File: config.mk
export PLATFORM = sky130hd
export DESIGN_NAME = midi_msg_sequencer
export DESIGN_NICKNAME = d
export VERILOG_FILES = /design/src/rtl/midi_msg_sequencer.sv
export SDC_FILE = /design/constraint.sdc
export NUM_CORES = 1
export LEC_CHECK = 0
export CAP_MARGIN = 20
export CORE_ASPECT_RATIO = 2
export CORE_UTILIZATION = 54
export CTS_CLUSTER_SIZE = 40
export DETAILED_ROUTE_END_ITERATION = 7
export PLACE_DENSITY = 0.85
export SYNTH_ARGS = -nofsm -noshare
export SYNTH_HDL_FRONTEND = slang
export SYNTH_SLANG_ARGS = --single-unit
File: constraint.sdc
create_clock -name reg_clk -period 4.4 [get_ports reg_clk]
set_clock_uncertainty 0.1 [all_clocks]
set_input_delay 0.88 -clock reg_clk [delete_from_list [all_inputs] [get_ports reg_clk]]
set_output_delay 0.88 -clock reg_clk [all_outputs]
set_load 0.01 [all_outputs]
File: src/rtl/midi_msg_sequencer.sv
// MIDI byte-stream sequencer: drives a registered status decoder, latches its flags and
// assembles channel messages (running status, real-time interleave, SysEx passthrough).
module midi_msg_sequencer #(
   parameter int unsigned DEC_LAT = 2
) (
   input  logic       reg_clk,
   input  logic       reset_reg_n,
   input  logic [7:0] byte_in,
   input  logic       byte_valid,
   output logic       byte_ready,
   output logic [7:0] cur_status,
   input  logic       is_cur_midi_ch,
   input  logic       is_st_note_on,
   input  logic       is_st_note_off,
   input  logic       is_st_ctrl,
   input  logic       is_st_prg_change,
   input  logic       is_st_pitch,
   input  logic       is_st_sysex,
   output logic       msg_valid,
   output logic [2:0] msg_type,
   output logic [6:0] msg_data1,
   output logic [6:0] msg_data2,
   output logic       msg_drop,
   output logic       sysex_active,
   output logic       sysex_valid
);

   localparam int unsigned CntW = (DEC_LAT > 0) ? $clog2(DEC_LAT + 1) : 1;

   // Latched flag vector layout
   localparam int unsigned FlMidiCh  = 0;
   localparam int unsigned FlNoteOn  = 1;
   localparam int unsigned FlNoteOff = 2;
   localparam int unsigned FlCtrl    = 3;
   localparam int unsigned FlPrg     = 4;
   localparam int unsigned FlPitch   = 5;
   localparam int unsigned FlSysex   = 6;

   typedef enum logic [2:0] {StIdle, StDecode, StData1, StData2, StSysex} state_e;

   state_e            state_q, state_d;
   logic [CntW-1:0]   cnt_q, cnt_d;
   logic [7:0]        cur_status_q, cur_status_d;
   logic              run_valid_q, run_valid_d;
   logic [6:0]        flags_q, flags_d;
   logic [6:0]        data1_q, data1_d;
   logic [2:0]        msg_type_q, msg_type_d;
   logic [6:0]        msg_data1_q, msg_data1_d;
   logic [6:0]        msg_data2_q, msg_data2_d;
   logic              msg_valid_q, msg_valid_d;
   logic              msg_drop_q, msg_drop_d;
   logic              sysex_valid_q, sysex_valid_d;

   logic              accept;
   logic              is_rt;
   logic              one_byte;
   logic              msg_ok;
   logic              finish;
   logic [6:0]        fin_d1, fin_d2;
   logic [6:0]        dec_flags;

   assign dec_flags = {is_st_sysex, is_st_pitch, is_st_prg_change, is_st_ctrl,
                       is_st_note_off, is_st_note_on, is_cur_midi_ch};

   assign byte_ready = (state_q != StDecode);
   assign accept     = byte_valid & byte_ready;
   assign is_rt      = (byte_in[7:3] == 5'b11111);
   assign one_byte   = (cur_status_q[6:5] == 2'b10);

   // Poly aftertouch (A0) and channel pressure (D0) are never forwarded; a sysex flag on a
   // channel status means the decoder disagrees with us, so that is dropped as well.
   assign msg_ok = flags_q[FlMidiCh] && !flags_q[FlSysex] &&
                   (flags_q[FlNoteOn] || flags_q[FlNoteOff] || flags_q[FlCtrl] ||
                    flags_q[FlPrg] || flags_q[FlPitch]) &&
                   (cur_status_q[6:4] != 3'b010) && (cur_status_q[6:4] != 3'b101);

   always_comb begin
      state_d       = state_q;
      cnt_d         = cnt_q;
      cur_status_d  = cur_status_q;
      run_valid_d   = run_valid_q;
      flags_d       = flags_q;
      data1_d       = data1_q;
      msg_type_d    = msg_type_q;
      msg_data1_d   = msg_data1_q;
      msg_data2_d   = msg_data2_q;
      msg_valid_d   = 1'b0;
      msg_drop_d    = 1'b0;
      sysex_valid_d = 1'b0;
      finish        = 1'b0;
      fin_d1        = data1_q;
      fin_d2        = 7'h00;

      if (state_q == StDecode) begin
         if (cnt_q == '0) begin
            flags_d = dec_flags;
            if (is_st_sysex && (cur_status_q == 8'hF0)) begin
               state_d     = StSysex;
               run_valid_d = 1'b0;
            end else if (cur_status_q[7:4] == 4'hF) begin
               state_d     = StIdle;
               run_valid_d = 1'b0;
            end else begin
               state_d     = StData1;
               run_valid_d = 1'b1;
            end
         end else begin
            cnt_d = cnt_q - 1'b1;
         end
      end else if (accept && !is_rt) begin
         if (byte_in[7]) begin
            cur_status_d = byte_in;
            msg_drop_d   = (state_q == StData1) || (state_q == StData2);
            if ((state_q == StSysex) && (byte_in == 8'hF7)) begin
               state_d     = StIdle;
               run_valid_d = 1'b0;
            end else begin
               state_d = StDecode;
               cnt_d   = CntW'(DEC_LAT);
            end
         end else begin
            case (state_q)
               StIdle, StData1: begin
                  // In IDLE a data byte only counts under a valid running status
                  if ((state_q == StData1) || run_valid_q) begin
                     if (one_byte) begin
                        finish  = 1'b1;
                        fin_d1  = byte_in[6:0];
                        state_d = StIdle;
                     end else begin
                        data1_d = byte_in[6:0];
                        state_d = StData2;
                     end
                  end
               end
               StData2: begin
                  finish  = 1'b1;
                  fin_d2  = byte_in[6:0];
                  state_d = StIdle;
               end
               StSysex: begin
                  msg_data1_d   = byte_in[6:0];
                  sysex_valid_d = 1'b1;
               end
               default: ;
            endcase
         end
      end

      if (finish) begin
         if (msg_ok) begin
            msg_valid_d = 1'b1;
            msg_data1_d = fin_d1;
            msg_data2_d = fin_d2;
            if (flags_q[FlNoteOff]) begin
               msg_type_d = 3'd0;
            end else if (flags_q[FlNoteOn]) begin
               msg_type_d = (fin_d2 == 7'h00) ? 3'd0 : 3'd1;
            end else if (flags_q[FlCtrl]) begin
               msg_type_d = 3'd2;
            end else if (flags_q[FlPrg]) begin
               msg_type_d = 3'd3;
            end else begin
               msg_type_d = 3'd4;
            end
         end else begin
            msg_drop_d = 1'b1;
         end
      end
   end

   always_ff @(posedge reg_clk or negedge reset_reg_n) begin
      if (!reset_reg_n) begin
         state_q       <= StIdle;
         cnt_q         <= '0;
         cur_status_q  <= 8'h00;
         run_valid_q   <= 1'b0;
         flags_q       <= '0;
         data1_q       <= '0;
         msg_type_q    <= '0;
         msg_data1_q   <= '0;
         msg_data2_q   <= '0;
         msg_valid_q   <= 1'b0;
         msg_drop_q    <= 1'b0;
         sysex_valid_q <= 1'b0;
      end else begin
         state_q       <= state_d;
         cnt_q         <= cnt_d;
         cur_status_q  <= cur_status_d;
         run_valid_q   <= run_valid_d;
         flags_q       <= flags_d;
         data1_q       <= data1_d;
         msg_type_q    <= msg_type_d;
         msg_data1_q   <= msg_data1_d;
         msg_data2_q   <= msg_data2_d;
         msg_valid_q   <= msg_valid_d;
         msg_drop_q    <= msg_drop_d;
         sysex_valid_q <= sysex_valid_d;
      end
   end

   assign cur_status   = cur_status_q;
   assign msg_valid    = msg_valid_q;
   assign msg_type     = msg_type_q;
   assign msg_data1    = msg_data1_q;
   assign msg_data2    = msg_data2_q;
   assign msg_drop     = msg_drop_q;
   assign sysex_valid  = sysex_valid_q;
   assign sysex_active = (state_q == StSysex);

endmodule

==> results of run 1 <==
synthesized netlist by cell type, drive strengths merged (3+ instances only):
library cell	count
nand4	9
nor2b	4
o21ai	9
o22ai	3
nand3	4
a211o	6
o221a	7
buf	4
nor3b	4
a21oi	3
inv	9
clkbuf	3
dfrtp	48
mux2	25
nand2	14
nor2	5
a211oi	3
nor4	3
cell families after synthesis:
family | count (synthesis)
DFF | 48
adders and majority gates | 1
buffers and inverters | 17
muxes | 27
and+or+nand+nor | 56
AOI/OAI and AO/OA | 43
sequential cells by signal (all words and copies together) (netlist names), 2 cells and up:
name	flops
cnt_q	2
cur_status	8
data1_q	7
flags_q	7
msg_data1	7
msg_data2	7
msg_type	3
state_q	3
final cells by class:
cell class	instances	area share [%]
flip-flops and latches	48	41.31
multi-input cells	127	34.77
repair buffers	48	16.70
clock buffers	6	2.496
well taps	52	2.238
inverters	10	1.291
clock inverters	2	1.205
through the flow:
stage                     util (%)  hold WS [ps]
after global routing         71.14         424.9
final                        71.14         403.7
after detailed placement     68.01         385.6
after global placement       68.01         381.5
after CTS                    70.65         410.7
after floorplan                  -         371.9
report_power, final:
group / total, mW / switching (mW) / internal (mW)
Sequential: 0.763 / 0.142 / 0.622
Clock: 0.313 / 0.144 / 0.169
Combinational: 0.790 / 0.340 / 0.450
critical path, delay by kind of cell:
family / cells / cell delay [ps]
compound gates: 3 / 1240
buf+inv: 1 / 520
simple gates: 1 / 370
metal layers:
layer,global-route usage [%],vias up,routed length [um],share of wire (%)
li1,-,825,-,-
met1,29.67,846,1836,38
met2,40.43,57,2636,55
met3,4.038,16,158,3.3
met4,15.74,0,192,4.0
met5,0,-,0,0
worst paths after layout:
check / start / to / slack [ps]
hold reg to reg: cur_status[7] / cur_status[7] / 410
setup / recovery: byte_in[7] / msg_data1[2] / 1480
hold / removal: reset_reg_n / msg_drop / 400
min in group reg_clk: cur_status[7] / cur_status[7] / 410
setup reg to reg: state_q[2] / msg_data1[2] / 2160
max in group asynchronous: reset_reg_n / cur_status[3] / 3290
==> results.sh, run 1 <==
export IMPL_status="completed"
export IMPL_synth_ff_type="dfrtp_1"
export IMPL_first_pass_iters=4
export IMPL_hpwl_um=3525
export IMPL_ant_nets=0
export IMPL_clk_pin_slew_ps=90
export IMPL_die_area_um2=4513
export IMPL_cts_tree="yes"
export IMPL_slew_violations=0
export IMPL_grt_max_degree=49
export IMPL_synth_compound_area_share_pct=15.65
export IMPL_cts_htree_levels=2
export IMPL_wire_per_inst_um=16.46
export IMPL_route_vias_total=1744
export IMPL_power_density_nw_per_um2=642.1
export IMPL_die_height_um=94.01
export IMPL_cp_arrival_ps=3010
export IMPL_synth_edff_count=0
export IMPL_netlist_area_um2=2286
export IMPL_rsz0062_at_grt="no"
export IMPL_slowest_delay_ps=520
export IMPL_layout_setup_ws_ps=1482
export IMPL_insertion_delay_ps=300
export IMPL_final_cell_mix="dfrtp_1, clkdlybuf4s50_1, mux2_2"
export IMPL_port_buffers=47
export IMPL_required_ps=4490
export IMPL_routabilityCongestion=0.8632
export IMPL_fin_area_um2=2908
export IMPL_synth_fp_nets=211
export IMPL_io_pin_count=48
export IMPL_std_cell_rows=33
export IMPL_final_cells=293
export IMPL_ys_warn_count=0
export IMPL_nets=259
export IMPL_clockBufferDepth=2
export IMPL_pre_cts_ws_ps=1224
export IMPL_period_share_pct=66.32
export IMPL_die_w_um=48.01
export IMPL_synth_avg_cell_area_um2=11.91
export IMPL_setup_worst_path_class="in -> reg"
export IMPL_synthAdderAreaFrac_pct=0.5473
export IMPL_hold_viol=0
export IMPL_yosysUniqueCellTypes=51
export IMPL_wl_um=4824
export IMPL_multiInputGateArea_um2=1011
export IMPL_grt_pass1_vias=1832
export IMPL_via_per_inst=5.952
export IMPL_syn_inst=192
export IMPL_async_flop_share_pct=100.0
export IMPL_design_core_area_um2=4088
export IMPL_ys_seq_area_share_pct=52.55
export IMPL_cp_end_kind="flop"
export IMPL_overflow=0
export IMPL_path_cells="clkdlybuf4s50_1, nor3b_2, o221ai_1, o31a_1, o221a_2"
export IMPL_cts_root_buf="clkbuf_8"
export IMPL_antenna_cells=0
export IMPL_cts_setup_buffers=0
export IMPL_slew_headroom_pct=45.22
export IMPL_drv_cap=0
export IMPL_drtIter0Drc=47
export IMPL_cts_resized=0
export IMPL_crit_path_max_fanout=11
export IMPL_synth_area_leaders="dfrtp_1, mux2_2, o221a_2, nand4_1, nand2_1"
export IMPL_postCtsHoldBufs=0
export IMPL_start_util_pct=55.92
export IMPL_area_growth_syn_to_layout_pct=27.20
export IMPL_p_total_mw=1.867
export IMPL_fillers=303
export IMPL_synthXorXnorAreaFrac_pct=0
export IMPL_place_area_um2=2780
export IMPL_antenna_found_initial=0
export IMPL_cp_start_kind="primary input"
export IMPL_worst_ir_drop_vdd_mv=0.4899
export IMPL_p_leak_nw=1.239
export IMPL_setup_violations_final=0
export IMPL_worst_r2r_cell_count=4
export IMPL_cts_sinks=48
export IMPL_period_needed_ps=2918
export IMPL_seq_area_um2=1201
export IMPL_numPlacedInstances=284
export IMPL_yosysTopAreaCell="dfrtp_1"
export IMPL_final_common_cell="dfrtp_1"
export IMPL_tightestPinTransition_ps=821.8
export IMPL_gr_usage_all_layers_pct=25.31
export IMPL_yosysTopAreaCellShare_pct=52.55
export IMPL_hold_path_class="in -> async"
export IMPL_yosys_area_share_simple_pct=14.83
export IMPL_drcViolationCount=0
export IMPL_setup_tns_ps=0
export IMPL_numCtsBuffers=5
export IMPL_synth_top_family_by_area="compound AO/OA/AOI/OAI gates"
export IMPL_cpMaxStageDelayCell="clkdlybuf4s50_1"
export IMPL_grt_pass1_wl_um=8142
export IMPL_ys_seq_elements=48
export IMPL_synth_mux_area_share_pct=13.19
export IMPL_drive_gt1_share_pct=24.07
export IMPL_fmax_ghz=0.3427
Note: power is estimated with default switching activity, not from simulation.
==> inputs of run 2 (changes only) <==
CORE_UTILIZATION = 50   (was 54)
PLACE_DENSITY = 0.79   (was 0.85)
clock period = 2.9 ns   (was 4.4 ns; I/O delays follow)
==> results.sh, run 2 (synthesized netlist as in run 1, its figures left out) <==
export IMPL_final_common_cell="dfrtp_1"
export IMPL_path_cells="nor3b_1, clkdlybuf4s50_1"
export IMPL_clk_pin_slew_ps=80
export IMPL_seq_area_um2=1201
export IMPL_grt_pass1_vias=1890
export IMPL_power_frac_comb_pct=42.4
export IMPL_wire_per_inst_um=17.10
export IMPL_power_density_nw_per_um2=971.6
export IMPL_wl_um=5285
export IMPL_cts_setup_buffers=0
export IMPL_die_w_um=49.81
export IMPL_slowest_delay_ps=620
export IMPL_cts_sinks=48
export IMPL_grt_pass1_wl_um=8832
export IMPL_drcViolationCount=0
export IMPL_routabilityCongestion=0.9072
export IMPL_slew_violations=0
export IMPL_status="completed"
export IMPL_clockBufferDepth=2
export IMPL_gr_usage_all_layers_pct=24.03
export IMPL_via_per_inst=6.019
export IMPL_slew_headroom_pct=61.96
export IMPL_pwr_share_clk_pct=17.7
export IMPL_crit_path_start="state_q[0]"
export IMPL_power_switching_mw=0.9684
export IMPL_seqPwrFrac_pct=39.9
export IMPL_hold_viol=0
export IMPL_cts_htree_levels=2
export IMPL_drive_gt1_share_pct=28.63
export IMPL_p_leak_nw=1.313
export IMPL_worst_path_dominant_cell_family="buffers and inverters"
export IMPL_first_pass_iters=4
export IMPL_setup_worst_path_class="reg -> out"
export IMPL_cts_resized=0
export IMPL_power_share_switching_pct=32.99
export IMPL_die_area_um2=4862
export IMPL_setup_tns_ps=0
export IMPL_ant_nets=0
export IMPL_crit_path_max_fanout=11
export IMPL_drv_cap=0
export IMPL_worst_ir_drop_vdd_mv=0.7511
export IMPL_area_growth_syn_to_layout_pct=32.18
export IMPL_p_total_mw=2.936
export IMPL_io_pin_count=48
export IMPL_tightestPinTransition_ps=570.7
export IMPL_cp_arrival_ps=1830
export IMPL_numCtsBuffers=5
export IMPL_std_cell_rows=34
export IMPL_nets=273
export IMPL_drtIter0Drc=37
export IMPL_period_needed_ps=2514
export IMPL_overflow=0
export IMPL_grt_max_degree=27
export IMPL_utilization_pct=68.96
export IMPL_rsz0062_at_grt="no"
export IMPL_start_util_pct=52.17
export IMPL_p_int_mw=1.967
export IMPL_period_share_pct=86.68
export IMPL_final_cell_mix="dfrtp_1, clkdlybuf4s50_1, mux2_2"
export IMPL_route_vias_total=1860
export IMPL_antenna_found_initial=0
export IMPL_largest_reg_flops=8
export IMPL_antenna_cells=0
export IMPL_r2r_start="flags_q[1]"
export IMPL_postCtsHoldBufs=0
export IMPL_die_height_um=97.62
export IMPL_cts_root_buf="clkbuf_8"
export IMPL_insertion_delay_ps=300
export IMPL_cts_tree="yes"
export IMPL_cp_end_kind="output port"
export IMPL_required_ps=2220
export IMPL_cp_start_kind="flop"
export IMPL_fmax_ghz=0.3978
export IMPL_path_buf_inv=1
export IMPL_holdWs_ps=167.5
export IMPL_hold_path_class="in -> async"
export IMPL_hpwl_um=4122
export IMPL_fillers=350
export IMPL_design_core_area_um2=4382
export IMPL_port_buffers=47
export IMPL_setup_violations_final=0
export IMPL_multiInputGateArea_um2=1011
export IMPL_cpMaxStageDelayCell="clkdlybuf4s50_1"
-- run 2: cell types whose count changed in the layout (fill, tap and decap cells not counted) --
| cell | change |
|---|---|
| clkbuf_1 | -1 |
| buf_12 | -1 |
| buf_4 | +15 |
| clkbuf_8 | +2 |
| clkinv_2 | -1 |
-- run 2: power groups by stage --
stage          clock (mW)  sequential (mW)  combinational, mW
4_1_cts             0.528             1.17               1.26
2_1_floorplan           0             1.17              0.729
5_1_grt             0.563             1.22               1.35
3_5_place_dp            0             1.18               1.25
3_3_place_gp            0             1.17               1.22
6_report            0.519             1.17               1.25
-- run 2: worst reg2reg max path, stage by stage, from the launching register on --
cell      delay [ps]
dfrtp_1          440
or4_4            570
o2111a_2         370
a211o_2          360
o221a_2          120
-- run 2: area by class of cell --
cell class / count / area share (%)
clock inverter: 1 / 0.9938
sequential: 48 / 39.75
inverter: 10 / 1.242
multi-input combinational: 127 / 33.46
tap: 54 / 2.236
timing repair buffer: 62 / 19.13
clock buffer: 7 / 3.188
-- run 2: per-layer routing --
layer  share of wire, %  track usage, %  vias up  wire length [um]
met3                4.0           3.599       18               212
met5                  0               0        -                 0
met2                 56           43.56       65              2975
met1                 36           25.60      925              1877
met4                4.1           12.53        0               219
li1                   -               -      852                 -
-- run 2: path summary, 6_finish.rpt --
kind | end | slack [ps] | cells past startpoint
hold / removal | msg_data1[1] | 170 | 1
setup reg to reg | msg_data1[6] | 820 | 4
max in group asynchronous | flags_q[0] | 1820 | 2
setup / recovery | sysex_active | 390 | 2
hold reg to reg | msg_data2[1] | 400 | 2
min in group reg_clk | msg_data2[1] | 400 | 2
-- run 2: per-stage QoR --
step / cell area, um^2 / setup WS [ps] / instances
after floorplan: 2286 / 910.0 / 192
after global placement: 2895 / 469.6 / 301
after detailed placement: 2895 / 436.4 / 301
after CTS: 3022 / 385.1 / 309
after global routing: 3022 / 313.9 / 309
final: 3022 / 386.3 / 309
==> inputs of run 3 (changes only) <==
CORE_MARGIN = 2   (was unset)
==> results.sh, run 3 (synthesized netlist as in run 1, its figures left out) <==
export IMPL_status="completed"
export IMPL_rrSetupSlack_ps=810
export IMPL_layout_setup_ws_ps=260.0
export IMPL_cts_sinks=48
export IMPL_holdWs_ps=273.0
export IMPL_postCtsHoldBufs=0
export IMPL_cts_resized=0
export IMPL_wire_per_inst_um=16.75
export IMPL_drive_gt1_share_pct=27.67
export IMPL_slew_headroom_pct=60.46
export IMPL_tightestPinTransition_ps=593.1
export IMPL_std_cell_rows=34
export IMPL_io_pin_count=48
export IMPL_first_pass_iters=4
export IMPL_worst_ir_drop_vdd_mv=0.6036
export IMPL_grt_pass1_vias=1884
export IMPL_route_vias_total=1803
export IMPL_nets=272
export IMPL_drtIter0Drc=43
export IMPL_routabilityCongestion=0.8477
export IMPL_hold_viol=0
export IMPL_via_per_inst=5.873
export IMPL_cp_start_kind="flop"
export IMPL_power_density_nw_per_um2=931.0
export IMPL_cts_setup_buffers=0
export IMPL_final_cell_mix="dfrtp_1, clkdlybuf4s50_1, mux2_2"
export IMPL_clk_pin_slew_ps=80
export IMPL_slew_violations=0
export IMPL_clockBufferDepth=2
export IMPL_numCtsBuffers=5
export IMPL_hold_path_class="in -> async"
export IMPL_slowest_delay_ps=540
export IMPL_cp_arrival_ps=1960
export IMPL_ant_nets=0
export IMPL_design_core_area_um2=4382
export IMPL_largest_reg_flops=8
export IMPL_port_buffers=47
export IMPL_pre_cts_ws_ps=426.0
export IMPL_wl_um=5141
export IMPL_die_area_um2=5161
export IMPL_grt_max_degree=49
export IMPL_drv_cap=0
export IMPL_rsz0062_at_grt="no"
export IMPL_cp_end_kind="output port"
export IMPL_gr_usage_all_layers_pct=22.71
export IMPL_required_ps=2220
export IMPL_utilization_pct=67.68
export IMPL_fmax_ghz=0.3788
export IMPL_cts_htree_levels=2
export IMPL_antenna_cells=0
export IMPL_die_w_um=51.81
export IMPL_hpwl_um=3965
export IMPL_area_growth_syn_to_layout_pct=29.72
export IMPL_fillers=358
export IMPL_grt_pass1_wl_um=8838
export IMPL_period_needed_ps=2640
export IMPL_crit_path_max_fanout=11
export IMPL_period_share_pct=91.03
export IMPL_cpMaxStageDelayCell="dfrtp_1"
export IMPL_path_cells="nor3b_2, inv_2, clkdlybuf4s50_1"
export IMPL_cts_root_buf="clkbuf_8"
export IMPL_cts_tree="yes"
export IMPL_overflow=0
export IMPL_antenna_found_initial=0
export IMPL_p_leak_nw=1.285
export IMPL_setup_worst_path_class="reg -> out"
export IMPL_insertion_delay_ps=290
export IMPL_start_util_pct=52.17
export IMPL_final_common_cell="dfrtp_1"
export IMPL_die_height_um=99.62
export IMPL_setup_violations_final=0
export IMPL_setup_tns_ps=0
export IMPL_drcViolationCount=0
-- run 3: cell count changes in the layout (fill, tap and decap cells not counted), sizes merged --
cell | previous run | this run
clkinv | 1 | 2
clkbuf | 7 | 6
bufinv | 1 | 0
buf | 16 | 15
-- run 3: power breakdown --
part | total, mW | switching (mW) | internal, mW
logic | 1.23 | 0.519 | 0.711
clock network | 0.367 | 0.203 | 0.164
registers | 1.16 | 0.219 | 0.944
-- run 3: layer usage --
| metal | vias up | share of wire [%] | track usage [%] |
|---|---|---|---|
| met1 | 893 | 37 | 25.82 |
| met5 | - | 0 | 0 |
| met3 | 10 | 3.9 | 3.453 |
| met4 | 0 | 2.8 | 10.53 |
| li1 | 848 | - | - |
| met2 | 52 | 56 | 40.24 |
-- run 3: path summary, 6_finish.rpt --
| kind | startpoint | endpoint | cells past startpoint |
|---|---|---|---|
| max | state_q[0] | byte_ready | 3 |
| min | reset_reg_n | msg_data1[2] | 2 |
| max reg2reg | state_q[0] | state_q[0] | 4 |
| min reg2reg | cur_status[7] | cur_status[7] | 1 |
| max in group asynchronous | reset_reg_n | flags_q[6] | 2 |
| min in group reg_clk | cur_status[7] | cur_status[7] | 1 |
-- run 3: per-stage QoR --
| stage | instances | total power [mW] | area (um^2) |
|---|---|---|---|
| after global placement | 300 | 2.375 | 2888 |
| after CTS | 307 | 2.780 | 2965 |
| after detailed placement | 300 | 2.411 | 2888 |
| after global routing | 307 | 2.951 | 2965 |
| after floorplan | 192 | 1.898 | 2286 |
| final | 307 | 2.761 | 2965 |
-- run 3: layout make-up --
class / count / area (um^2) / share of cell area, %
sequential: 48 / 1201 / 40.51
multi-input combinational: 127 / 1011 / 34.09
timing repair buffer: 61 / 570.5 / 19.24
clock buffer: 6 / 72.57 / 2.447
tap: 54 / 67.56 / 2.278
inverter: 10 / 37.54 / 1.266
clock inverter: 1 / 5.005 / 0.1688
-- run 3: worst max-delay path, delay by kind of cell (launching register included) --
family	cells	cell delay (ps)
buf+inv	2	630
simple gates	1	490
flops	1	540
